<file path="src/rtl/jtpang_objdma_if.sv">
// Bus-side signals of the Pang object DMA: CPU bus request/acknowledge,
// source read port and object line-buffer write port.
interface jtpang_objdma_if #(
   parameter int AW  = 12,
   parameter int OAW = 9
);
   logic           busrq_n;
   logic           busak_n;
   logic [AW-1:0]  src_addr;
   logic           src_rd;
   logic [7:0]     src_dout;
   logic [OAW-1:0] obj_addr;
   logic [7:0]     obj_din;
   logic           obj_we;

   // DMA engine side
   modport master (
      output busrq_n, src_addr, src_rd, obj_addr, obj_din, obj_we,
      input  busak_n, src_dout
   );

   // CPU / memory side
   modport slave (
      input  busrq_n, src_addr, src_rd, obj_addr, obj_din, obj_we,
      output busak_n, src_dout
   );
endinterface

</file>
<file path="src/rtl/jtpang_objdma.sv">
// Pang object DMA: on a dma_go rising edge it takes the Z80 bus, copies LEN
// attribute bytes into the object line buffer, then hands the bus back.
module jtpang_objdma #(
   parameter int            AW       = 12,
   parameter logic [AW-1:0] SRC_BASE = AW'(12'h000),
   parameter int            LEN      = 512,
   parameter int            OAW      = 9
)(
   input  logic            clk,
   input  logic            rst_n,
   input  logic            cen,
   input  logic            dma_go,
   jtpang_objdma_if.master bus,
   output logic            busy,
   output logic            done
);

   localparam logic [OAW:0] LEN_W  = (OAW+1)'(LEN);
   localparam logic [OAW:0] LAST_W = (OAW+1)'(LEN-1);

   typedef enum logic [1:0] { IDLE, REQ, COPY, RELEASE } state_t;

   state_t         state, state_nx;

   logic           dma_go_p0;
   logic           go_pend;
   logic           go_evt;
   logic           go_seen;

   logic [OAW:0]   rd_cnt;
   logic [OAW:0]   wr_cnt;
   logic           wr_pend;
   logic           rd_more;
   logic           last_wr;

   logic           grant;
   logic           advance;
   logic           release_tick;
   logic           busrq_n;

   logic [AW-1:0]  src_addr;
   logic           src_rd;
   logic [OAW-1:0] obj_addr;
   logic [7:0]     obj_din;
   logic           obj_we;

   // go edge detect runs at full clk rate; a go seen between cen ticks is
   // held in go_pend so the next cen tick still acts on it
   assign go_evt  = dma_go & ~dma_go_p0;
   assign go_seen = go_evt | go_pend;

   always_ff @(posedge clk or negedge rst_n) begin
      if (!rst_n) begin
         dma_go_p0 <= 1'b0;
         go_pend   <= 1'b0;
      end else begin
         dma_go_p0 <= dma_go;
         if (cen)         go_pend <= 1'b0;
         else if (go_evt) go_pend <= 1'b1;
      end
   end

   assign rd_more = rd_cnt < LEN_W;
   assign last_wr = wr_pend && (wr_cnt == LAST_W);

   always_ff @(posedge clk or negedge rst_n) begin
      if (!rst_n) state <= IDLE;
      else        state <= state_nx;
   end

   always_comb begin
      state_nx = state;
      case (state)
         IDLE:    if (cen && go_seen)      state_nx = REQ;
         REQ:     if (cen && !bus.busak_n) state_nx = COPY;
         COPY:    if (advance && last_wr)  state_nx = RELEASE;
         RELEASE: if (cen)                 state_nx = IDLE;
         default:                          state_nx = IDLE;
      endcase
   end

   // busrq_n/busy decode straight from state so async reset frees the bus
   always_comb begin
      busrq_n      = 1'b1;
      busy         = 1'b0;
      grant        = 1'b0;
      advance      = 1'b0;
      release_tick = 1'b0;
      case (state)
         REQ: begin
            busrq_n = 1'b0;
            busy    = 1'b1;
            grant   = cen & ~bus.busak_n;
         end
         COPY: begin
            busrq_n = 1'b0;
            busy    = 1'b1;
            advance = cen & ~bus.busak_n;
         end
         RELEASE: begin
            busrq_n      = 1'b0;
            busy         = 1'b1;
            release_tick = cen;
         end
         default: ;
      endcase
   end

   // read of byte k and write of byte k-1 share a tick; a lost grant simply
   // stops advance, so the held src_addr is re-read when the bus returns
   always_ff @(posedge clk or negedge rst_n) begin
      if (!rst_n) begin
         src_addr <= SRC_BASE;
         src_rd   <= 1'b0;
         obj_addr <= '0;
         obj_din  <= '0;
         obj_we   <= 1'b0;
         done     <= 1'b0;
         rd_cnt   <= '0;
         wr_cnt   <= '0;
         wr_pend  <= 1'b0;
      end else begin
         obj_we <= 1'b0;
         done   <= 1'b0;
         if (grant) begin
            src_addr <= SRC_BASE;
            src_rd   <= 1'b1;
            rd_cnt   <= (OAW+1)'(1);
            wr_cnt   <= '0;
            wr_pend  <= 1'b1;
         end
         if (advance) begin
            if (wr_pend) begin
               obj_din  <= bus.src_dout;
               obj_addr <= wr_cnt[OAW-1:0];
               obj_we   <= 1'b1;
               wr_cnt   <= wr_cnt + 1'b1;
               if (last_wr) wr_pend <= 1'b0;
            end
            if (rd_more) begin
               src_addr <= SRC_BASE + AW'(rd_cnt);
               rd_cnt   <= rd_cnt + 1'b1;
            end else begin
               src_rd <= 1'b0;
            end
         end
         if (release_tick) done <= 1'b1;
      end
   end

   assign bus.busrq_n  = busrq_n;
   assign bus.src_addr = src_addr;
   assign bus.src_rd   = src_rd;
   assign bus.obj_addr = obj_addr;
   assign bus.obj_din  = obj_din;
   assign bus.obj_we   = obj_we;

endmodule

</file>
<file path="src/flat_wrapper.sv">
// flat-port wrapper written by rule: the top's interface ports become plain ports
module jtpang_objdma_flat 
#(
   parameter int            AW       = 12,
   parameter logic [AW-1:0] SRC_BASE = AW'(12'h000),
   parameter int            LEN      = 512,
   parameter int            OAW      = 9
)
  (clk, rst_n, cen, dma_go, busy, done, bus_busrq_n, bus_src_addr, bus_src_rd, bus_obj_addr, bus_obj_din, bus_obj_we, bus_busak_n, bus_src_dout);
  jtpang_objdma_if #(.AW(AW), .OAW(OAW)) bus_i ();
  input  logic clk;
  input  logic rst_n;
  input  logic cen;
  input  logic dma_go;
  output logic busy;
  output logic done;
  output wire logic [$bits(bus_i.busrq_n)-1:0] bus_busrq_n;
  output wire logic [$bits(bus_i.src_addr)-1:0] bus_src_addr;
  output wire logic [$bits(bus_i.src_rd)-1:0] bus_src_rd;
  output wire logic [$bits(bus_i.obj_addr)-1:0] bus_obj_addr;
  output wire logic [$bits(bus_i.obj_din)-1:0] bus_obj_din;
  output wire logic [$bits(bus_i.obj_we)-1:0] bus_obj_we;
  input wire logic [$bits(bus_i.busak_n)-1:0] bus_busak_n;
  input wire logic [$bits(bus_i.src_dout)-1:0] bus_src_dout;
  assign bus_busrq_n = bus_i.busrq_n;
  assign bus_src_addr = bus_i.src_addr;
  assign bus_src_rd = bus_i.src_rd;
  assign bus_obj_addr = bus_i.obj_addr;
  assign bus_obj_din = bus_i.obj_din;
  assign bus_obj_we = bus_i.obj_we;
  assign bus_i.busak_n = bus_busak_n;
  assign bus_i.src_dout = bus_src_dout;
  jtpang_objdma #(.AW(AW), .SRC_BASE(SRC_BASE), .LEN(LEN), .OAW(OAW)) u_core (.clk(clk), .rst_n(rst_n), .cen(cen), .dma_go(dma_go), .bus(bus_i), .busy(busy), .done(done));
endmodule
</file>
<file path="config.mk">
export PLATFORM = sky130hd
export DESIGN_NAME = jtpang_objdma_flat
export DESIGN_NICKNAME = d
export VERILOG_FILES = /design/src/rtl/jtpang_objdma_if.sv /design/src/rtl/jtpang_objdma.sv /design/src/flat_wrapper.sv
export SDC_FILE = /design/constraint.sdc
export NUM_CORES = 1
export LEC_CHECK = 0
export BUFFER_PORTS_ARGS = -buffer_cell sky130_fd_sc_hd__buf_4
export CORE_UTILIZATION = 59
export CTS_BUF_LIST = sky130_fd_sc_hd__clkbuf_16
export DETAILED_ROUTE_END_ITERATION = 12
export HOLD_SLACK_MARGIN = 0.12
export MAX_ROUTING_LAYER = met4
export PLACE_DENSITY = 0.9
export RECOVER_POWER = 50
export SETUP_SLACK_MARGIN = 0.05
export SLEW_MARGIN = 25
export SYNTH_ARGS = -nofsm -noshare
export SYNTH_HDL_FRONTEND = slang
export SYNTH_SLANG_ARGS = --single-unit
</file>
<file path="constraint.sdc">
create_clock -name clk -period 6.6 [get_ports clk]
set_clock_uncertainty 0.2 [all_clocks]
set_input_delay 1.65 -clock clk [delete_from_list [all_inputs] [get_ports clk]]
set_output_delay 1.65 -clock clk [all_outputs]
set_load 0.01 [all_outputs]
</file>
# ---- Word-level counts from Yosys, hierarchy flattened
# Cells that the tools add are included.
dict set report classes {
  addsub 2
  multipliers 0
  div_mod_pow 0
  order_cmp 1
  eq_ne 8
  n_shift 0
  n_mux 31
  bitwise 5
  reduce_logical 10
}
# op count
set op_table {}
lappend op_table {{$mux 10} 6}
lappend op_table {{$mux 12} 3}
lappend op_table {{$add 10x1->10 const B} 2}
lappend op_table {{$mux 1} 17}
lappend op_table {{$eq 10x9->1 const B} 1}
lappend op_table {{$lt 10x10->1 const B} 1}
lappend op_table {{$mux 2} 4}
lappend op_table {{$pmux 2 s4} 1}
lappend op_table {{$ne 2x1->1 const B} 3}
lappend op_table {{$eq 2x2->1 const B} 2}
lappend op_table {{$logic_and 1x1->1} 4}
lappend op_table {{$reduce_and 4->1} 1}
lappend op_table {{$reduce_or 3->1} 1}
lappend op_table {{$and 1x1->1} 2}
lappend op_table {{$eq 2x1->1 const B} 1}
lappend op_table {{$logic_not 2->1} 1}
lappend op_table {{$ne 2x2->1 const B} 1}
lappend op_table {{$not 1->1} 2}
lappend op_table {{$reduce_and 2->1} 1}
lappend op_table {{$reduce_bool 2->1} 1}
lappend op_table {{$logic_not 1->1} 1}
lappend op_table {{$or 1x1->1} 1}
dict set report word_totals {
  register_bits 57
  latch_bits 0
  ramBits 0
  romBits 0
  inputBits 13
  out_inout_bits 34
  wordCells 69
  mem_count 0
}

# ---- Logic depth before layout (Yosys ltp)
# Gate-level depths: netlist (run 1).
dict set report depth {
  depth_word 7
  mapped_depth 7
  ltp_nobuf 7
}

# ---- Worst setup path after synthesis (run 1)
# OpenSTA, ideal clock, no wires.
dict set report synth_timing {
  kind {input -> register}
  startpoint {in bus_busak_n}
  endpoint {reg u_core.state[1]}
  setup_ns 0.128
  arrival_time_ns 3.012
  required_time_ns 6.272
  path_slack_ns 3.261
  path_stages 4
  path_buffers 0
  cell_sequence {nand4b_4 > or4_4 > a221oi_2 > mux2_1}
}
dict set report synth_between {
  elab_chain_cells 6
  elab_cells_between_ends 9
  cone_classes {2 x eq/ne; 1 x mux; 2 x bitwise; 4 x reduce/logical}
}
# element line_no
set synth_lines {}
lappend synth_lines {{start: declaration} flat_wrapper.sv:23} ;# input wire logic [$bits(bus_i.busak_n)-1:0] bus_busak_n;
lappend synth_lines {{$not 1->1} jtpang_objdma.sv:98} ;# advance = cen & ~bus.busak_n;
lappend synth_lines {{$and 1x1->1} jtpang_objdma.sv:98}
lappend synth_lines {{$mux 1} jtpang_objdma.sv:89} ;# case (state)
lappend synth_lines {{$logic_and 1x1->1} jtpang_objdma.sv:76} ;# COPY: if (advance && last_wr) state_nx = RELEASE;
lappend synth_lines {{$ne 2x1->1 (no line)} n/a}
lappend synth_lines {{$reduce_and 4->1 (no line) (*)} n/a}
lappend synth_lines {{end signal: assignment} jtpang_objdma.sv:68} ;# else state <= state_nx;
lappend synth_lines {{end: declaration} jtpang_objdma.sv:23} ;# state_t state, state_nx;
# Mark *: on every way between the ends. The rest lies on a longest branch, timed or not.
# A chain may end at the register's enable or synchronous reset.

==> flow_metrics.py, run 1 <==
metrics = {
    "synth": {
        "avgSynthCellArea_um2": 9.654,
        "muxShareOfSynthArea_pct": 1.227,
        "yosys_register_bits": 57,
        "synth-simple-area-share_pct": 24.89,
        "netlist_area_um2": 2549,
        "synth_cells": 264,
        "yosys_warnings": 0,
        "synth_edf_count": 0,
        "synthDistinctLibCells": 40,
        "synth_flop_cell": "dfrtp_1",
        "synth_top_family_by_area": "simple AND/OR/NAND/NOR gates",
        "synth_fa_ha_area_share_pct": 3.436,
        "synth_compound_area_share_pct": 10.95,
        "synth_fp_nets": 284,
        "synth_xor_xnor_area_share_pct": 0.6873,
        "yosysSeqAreaShare_pct": 55.96,
        "synth-async-reset-ratio_pct": 100.0,
    },
    "drt": {
        "drt-total-wl_um": 5381,
        "remaining_drc_errors": 0,
        "wire_per_inst_um": 14.78,
        "vias": 2135,
        "postRouteAntennaNets": 0,
        "drtPass1Iterations": 5,
        "drt_iter0_markers": 215,
        "routed_via_density": 5.865,
    },
    "floorplanning": {
        "initial_core_util_pct": 62.37,
        "coreArea_um2": 4086,
        "fp.dieH_um": 67.73,
        "row_count": 23,
        "die_area_um2": 4587,
        "ioPinCount": 47,
        "die_w_um": 67.73,
    },
    "clocking": {
        "clockRootBuffer": "clkbuf_16",
        "htreeDepth": 3,
        "cts_tree": "done",
        "clk_latency_ps": 320,
        "cts_setup_buffers": 0,
        "cts_hold_buf": 0,
        "cts.clk_slew.worst_paths_ps": 50,
        "cts-buffers-inserted": 9,
        "clk_path_buf_depth": 2,
        "numClockSinks": 57,
        "cts-resized-gates": 0,
    },
    "critical_path": {
        "crit_family": "buffers and inverters",
        "critPathBufInv": 1,
        "max_stage_delay_ps": 2000,
        "arrival_ps": 3680,
        "cp_max_fo": 57,
        "required_ps": 6190,
        "cp_slowest_cell": "clkbuf_1",
        "startpoint_type": "primary input",
        "end_kind": "async pin",
        "critPathKind": "primary input to async pin",
        "cp_cell_sequence": "clkbuf_1",
    },
    "pwr": {
        "p_int_mw": 0.8300,
        "powerDensity_nw_per_um2": 380.7,
        "max-vdd-ir-drop_mv": 0.2395,
        "clockPowerShare_pct": 35.7,
        "pwr-share-seq_pct": 39.8,
        "p_comb_share_pct": 24.6,
        "swShare_pct": 30.72,
        "power_leakage_nw": 1.591,
        "power.switching_mw": 0.3681,
    },
    "layout": {
        "final_net_count": 329,
        "area_growth_pct": 23.47,
        "antenna-diode-count": 0,
        "final_layout_size_suffix_gt1_share_pct": 15.29,
    },
    "sta": {
        "final_hold_viol_count": 0,
        "hold_ws_ps": 273.8,
        "fin_crit_sh_pct": 61.87,
        "rsz0062_at_grt": "false",
        "finalSetupTns_ps": 0,
        "setup_viol": 0,
        "worstMarginPinSlew_ps": 2876,
        "finalCriticalPeriod_ps": 4083,
        "maxSlewHeadroom_pct": -91.72,
        "slew_viol_final": 58,
        "clock.fmax_mhz": 244.9,
    },
    "placement": {
        "gp_congestion": 0.7925,
        "dpl.hpwl_um": 3503,
        "port-buffer-count": 46,
    },
    "status": {
        "violations": "capacitance limit, slew limit",
        "status": "finished with violations",
    },
    "global_routing": {
        "grt_max_degree": 58,
        "grt_pass1_vias": 1920,
        "grt_usage_pct": 27.06,
        "grt_pass1_wl_um": 8625,
        "antenna_found_initial": 0,
        "grt_overflow": 0,
    },
    "min_path": {
        "hp-class": "register to register",
    },
    "run": {
        "cap_violations": 1,
    },
}
==> cell type report <==
class                   count  area [um^2]
flip-flops and latches     57         1426
multi-input cells         188         1056
fillers                   279        939.7
repair buffers             47        300.3
clock buffers               9        225.2
well taps                  50        62.56
clock inverters             7        53.80
inverters                   6        22.52
==> worst paths after layout <==
check	slack (ps)	cells after the start	start	endpoint
min	270	2	u_core.bus.obj_din[6]$_DFFE_PN0P_	u_core.bus.obj_din[6]$_DFFE_PN0P_
min reg2reg	270	2	u_core.bus.obj_din[6]$_DFFE_PN0P_	u_core.bus.obj_din[6]$_DFFE_PN0P_
max	2520	1	rst_n	u_core.bus.src_rd$_DFF_PN0_
min in group asynchronous	2060	1	rst_n	u_core.rd_cnt[1]$_DFF_PN0_
max reg2reg	3740	6	u_core.state[0]$_DFFE_PN0P_	u_core.state[1]$_DFFE_PN0P_
max in group clk	3050	5	bus_busak_n	u_core.state[1]$_DFFE_PN0P_
==> power by group through the flow <==
| stage | clock network, mW | logic, mW | registers, mW |
|---|---|---|---|
| floorplan | 0 | 0.163 | 0.490 |
| detailed placement | 0 | 0.309 | 0.480 |
| global route | 0.448 | 0.333 | 0.485 |
| finish | 0.427 | 0.295 | 0.476 |
| global placement | 0 | 0.295 | 0.478 |
| CTS | 0.428 | 0.313 | 0.476 |
==> logic make-up after synthesis <==
| logic type | after synthesis |
|---|---|
| adders and majority gates | 7 |
| AOI/OAI and AO/OA | 44 |
| DFF | 57 |
| xor gates and xnor gates | 2 |
| muxes | 3 |
| buffers and inverters | 19 |
| and+or+nand+nor | 132 |
==> flip-flops by register name, indices dropped and copies added, names as in the netlist <==
register and cells:
u_core.bus.src_addr 12, u_core.dma_go_p0 1, u_core.wr_cnt 10, u_core.state 2, u_core.go_pend 1, u_core.bus.obj_din 8, u_core.bus.src_rd 1, u_core.bus.obj_we 1
u_core.bus.obj_addr 9, u_core.done 1, u_core.wr_pend 1, u_core.rd_cnt 10
==> cell usage in the layout (no fill, tap or decap), drive strengths merged, types with 2 or more instances in the layout <==
cell type / instances
clkbuf: 24
o211ai: 2
nor3: 2
nand4: 6
and4: 2
clkinv: 4
o311ai: 2
a22o: 2
buf: 32
o21ai: 17
inv: 8
nand2: 75
o31ai: 2
a31oi: 3
dfrtp: 57
ha: 7
mux2i: 2
and3b: 2
nand3b: 3
nand3: 17
and3: 7
a21oi: 9
nor2: 10
o21a: 2
==> synthesized netlist by cell type, drive strengths merged (2+ instances only) <==
| master | instances | area (um^2) |
|---|---|---|
| o311ai | 2 | 17.52 |
| ha | 7 | 87.58 |
| and3 | 7 | 43.79 |
| a21oi | 9 | 45.04 |
| nor2 | 10 | 37.54 |
| inv | 6 | 22.52 |
| o31ai | 2 | 15.01 |
| o21a | 2 | 15.01 |
| and3b | 2 | 17.52 |
| nand2 | 75 | 281.5 |
| a22o | 2 | 17.52 |
| nand3 | 17 | 85.08 |
| o21ai | 17 | 85.08 |
| clkbuf | 12 | 46.29 |
| o211ai | 2 | 15.01 |
| and4 | 2 | 17.52 |
| dfrtp | 57 | 1426 |
| nor3 | 2 | 10.01 |
| mux2i | 2 | 20.02 |
| a31oi | 3 | 18.77 |
| nand4 | 6 | 37.54 |
| nand3b | 3 | 22.52 |
==> through the flow <==
stage	instances	utilization, %	setup slack [ps]	total power [mW]	instance area (um^2)
2_1_floorplan	264	-	3261	0.6530	2549
6_report	364	77.01	2517	1.198	3147
3_3_place_gp	348	71.46	2808	0.7728	2920
5_1_grt	364	77.01	1861	1.266	3147
4_1_cts	364	78.29	3100	1.217	3199
3_5_place_dp	348	71.46	2783	0.7887	2920
==> layer usage <==
metal / global-route usage (%) / vias to the layer above / share of wire (%) / wire [um]
li1: - / 1010 / - / -
met3: 7.770 / 7 / 6.3 / 339
met1: 32.93 / 1024 / 44 / 2394
met5: - / - / 0 / 0
met2: 41.09 / 94 / 48 / 2575
met4: 13.03 / 0 / 1.4 / 73
Note: power is estimated with default switching activity, not from simulation.
==> run 2, diff against run 1 <==
--- a/config.mk
+++ b/config.mk
@@ -5,13 +5,14 @@
 export SDC_FILE = /design/constraint.sdc
 export NUM_CORES = 1
 export LEC_CHECK = 0
+export ABC_AREA = 1
 export BUFFER_PORTS_ARGS = -buffer_cell sky130_fd_sc_hd__buf_4
-export CORE_UTILIZATION = 59
+export CORE_UTILIZATION = 50
 export CTS_BUF_LIST = sky130_fd_sc_hd__clkbuf_16
 export DETAILED_ROUTE_END_ITERATION = 12
 export HOLD_SLACK_MARGIN = 0.12
 export MAX_ROUTING_LAYER = met4
-export PLACE_DENSITY = 0.9
+export PLACE_DENSITY = 0.81
 export RECOVER_POWER = 50
 export SETUP_SLACK_MARGIN = 0.05
 export SLEW_MARGIN = 25
==> constraint.sdc (replaced) <==
create_clock -name clk -period 3.72 [get_ports clk]
set_clock_uncertainty 0.2 [all_clocks]
set_input_delay 0.93 -clock clk [delete_from_list [all_inputs] [get_ports clk]]
set_output_delay 0.93 -clock clk [all_outputs]
set_load 0.01 [all_outputs]
==> flow_metrics.py, run 2 <==
metrics = {
    "synth": {
        "netlist_area_um2": 2684,
        "synth_xor_xnor_area_share_pct": 0,
        "synth_fa_ha_area_share_pct": 3.263,
        "synth_top_family_by_area": "simple AND/OR/NAND/NOR gates",
        "synth.largest_area_cell": "dfrtp_1",
        "synth_cells": 312,
        "synth_fp_nets": 332,
        "yosysMostFrequentCell": "nand2_1",
        "synthDistinctLibCells": 30,
        "avgSynthCellArea_um2": 8.602,
        "yosys-top-cells-area": "dfrtp_1, nand2_1, inv_1",
        "yosysSeqAreaShare_pct": 53.15,
        "yosysTopAreaCellShare_pct": 53.15,
        "yosys_register_bits": 57,
        "synth_edf_count": 0,
        "yosys_warnings": 0,
        "synth_compound_area_share_pct": 9.277,
        "synthTopCellsByCount": "nand2_1, dfrtp_1, inv_1, nand3_1, nor2_1",
        "synth-async-reset-ratio_pct": 100.0,
        "synth_flop_cell": "dfrtp_1",
        "synth-simple-area-share_pct": 27.13,
        "muxShareOfSynthArea_pct": 0,
    },
    "drt": {
        "drtPass1Iterations": 5,
        "postRouteAntennaNets": 0,
        "remaining_drc_errors": 0,
        "drt-total-wl_um": 5429,
        "drt_iter0_markers": 169,
        "routed_via_density": 5.028,
        "wire_per_inst_um": 12.48,
        "vias": 2187,
    },
    "floorplanning": {
        "die_w_um": 75.27,
        "coreArea_um2": 5140,
        "fp.dieH_um": 75.27,
        "ioPinCount": 47,
        "die_area_um2": 5665,
        "initial_core_util_pct": 52.22,
        "row_count": 26,
    },
    "sta": {
        "fin_ws_ps": 806.5,
        "final_hold_viol_count": 0,
        "slew_viol_final": 0,
        "fin_crit_sh_pct": 78.32,
        "maxSlewHeadroom_pct": 8.646,
        "hold_ws_ps": 270.4,
        "setup_viol": 0,
        "finalCriticalPeriod_ps": 2913,
        "clock.fmax_mhz": 343.2,
        "finalSetupTns_ps": 0,
        "rsz0062_at_grt": "false",
        "worstMarginPinSlew_ps": 1370,
    },
    "global_routing": {
        "grt_usage_pct": 21.39,
        "grt_pass1_vias": 1931,
        "grt_max_degree": 58,
        "grt_pass1_wl_um": 8521,
        "antenna_found_initial": 0,
        "grt_overflow": 0,
    },
    "pwr": {
        "power_leakage_nw": 1.675,
        "max-vdd-ir-drop_mv": 0.4729,
        "powerDensity_nw_per_um2": 686.4,
        "finalPower_mw": 2.286,
    },
    "placement": {
        "dp_slack_ps": 1041,
        "dpl-instance-area_um2": 3059,
        "dpl.hpwl_um": 3426,
        "port-buffer-count": 46,
        "dp_cells": 419,
        "gp_congestion": 0.8798,
    },
    "layout": {
        "final_layout_size_suffix_gt1_share_pct": 18.08,
        "layout_commonest_cell": "nand2_1",
        "antenna-diode-count": 0,
        "seq_area_um2": 1426,
        "largest_reg_flops": 12,
        "multi_input_area_um2": 1057,
        "reg_top3": "u_core.bus.src_addr x12, u_core.rd_cnt x10, u_core.wr_cnt x10",
        "final_cell_mix": "nand2_1, dfrtp_1, inv_1",
        "fin_util_pct": 64.80,
        "final_area_um2": 3331,
        "fill_cells": 450,
        "fin_cells": 435,
        "final_net_count": 380,
        "largest_register": "u_core.bus.src_addr",
        "area_growth_pct": 24.10,
    },
    "clocking": {
        "htreeDepth": 3,
        "cts-buffers-inserted": 9,
        "cts-resized-gates": 0,
        "numClockSinks": 57,
        "cts_setup_buffers": 0,
        "clockRootBuffer": "clkbuf_16",
        "clk_path_buf_depth": 2,
        "cts_tree": "done",
        "cts_hold_buf": 0,
        "cts.clk_slew.worst_paths_ps": 50,
        "clk_latency_ps": 320,
    },
    "status": {
        "status": "finished, final reports clean",
    },
    "critical_path": {
        "arrival_ps": 2900,
        "required_ps": 3710,
        "critPathKind": "primary input to register",
        "cp_max_fo": 24,
        "end_kind": "register",
        "startpoint_type": "primary input",
        "r2r_slack_ps": 970,
    },
    "run": {
        "cap_violations": 0,
    },
    "min_path": {
        "hp-class": "register to register",
    },
}
[run 2: changes by cell type in the layout (fill, tap and decap cells not counted), moves of 4 or more]
| cell | delta |
|---|---|
| nand2_1 | +29 |
| inv_1 | +26 |
| nor2_1 | +8 |
| o21ai_0 | -8 |
| and3_1 | -7 |
| o21ai_1 | +7 |
| o21ai_2 | +6 |
| nand3_2 | +5 |
| nand3_1 | +4 |
[run 2: critical path: stages]
cell and delay, ps:
clkbuf_1 270, nand3_4 250, nor2_1 810, inv_2 400, nand2_1 160, o21ai_1 70
[run 2: routing by layer]
layer | vias up | track usage (%) | wire length [um]
li1 | 1097 | - | -
met1 | 1002 | 26.02 | 2413
met2 | 72 | 33.33 | 2604
met3 | 16 | 3.614 | 262
met4 | 0 | 13.17 | 149
met5 | - | - | 0
[run 2: area by class of cell]
type / instances / area share (%)
Clock buffer: 9 / 6.762
Clock inverter: 7 / 3.268
Inverter: 36 / 4.057
Multi-Input combinational cell: 210 / 31.74
Sequential cell: 57 / 42.83
Tap cell: 70 / 2.630
Timing Repair Buffer: 46 / 8.715
[run 2: logic make-up (layout without fill, tap and decap cells)]
| kind of cell | Yosys count | in the layout |
|---|---|---|
| AO/OA/AOI/OAI | 41 | 41 |
| buffers and inverters | 45 | 98 |
| flip-flops | 57 | 57 |
| AND/OR/NAND/NOR | 162 | 162 |
| adder cells (fa/ha/maj) | 7 | 7 |
[run 2: final timing paths]
check                                                   from                                 end  cells after the start
max                                                      cen  u_core.bus.obj_addr[4]$_DFFE_PN0P_                      6
min                        u_core.bus.obj_din[2]$_DFFE_PN0P_   u_core.bus.obj_din[2]$_DFFE_PN0P_                      2
max reg2reg                      u_core.state[0]$_DFFE_PN0P_  u_core.bus.obj_addr[4]$_DFFE_PN0P_                      7
min reg2reg                u_core.bus.obj_din[2]$_DFFE_PN0P_   u_core.bus.obj_din[2]$_DFFE_PN0P_                      2
max in group asynchronous                              rst_n          u_core.wr_cnt[9]$_DFF_PN0_                      1
min in group asynchronous                              rst_n          u_core.wr_cnt[5]$_DFF_PN0_                      1
[run 2: where the power goes]
part | total [mW] | switching [mW] | internal, mW
sequential | 0.831 | 0.0869 | 0.744
clock | 0.910 | 0.263 | 0.646
combinational | 0.546 | 0.323 | 0.222
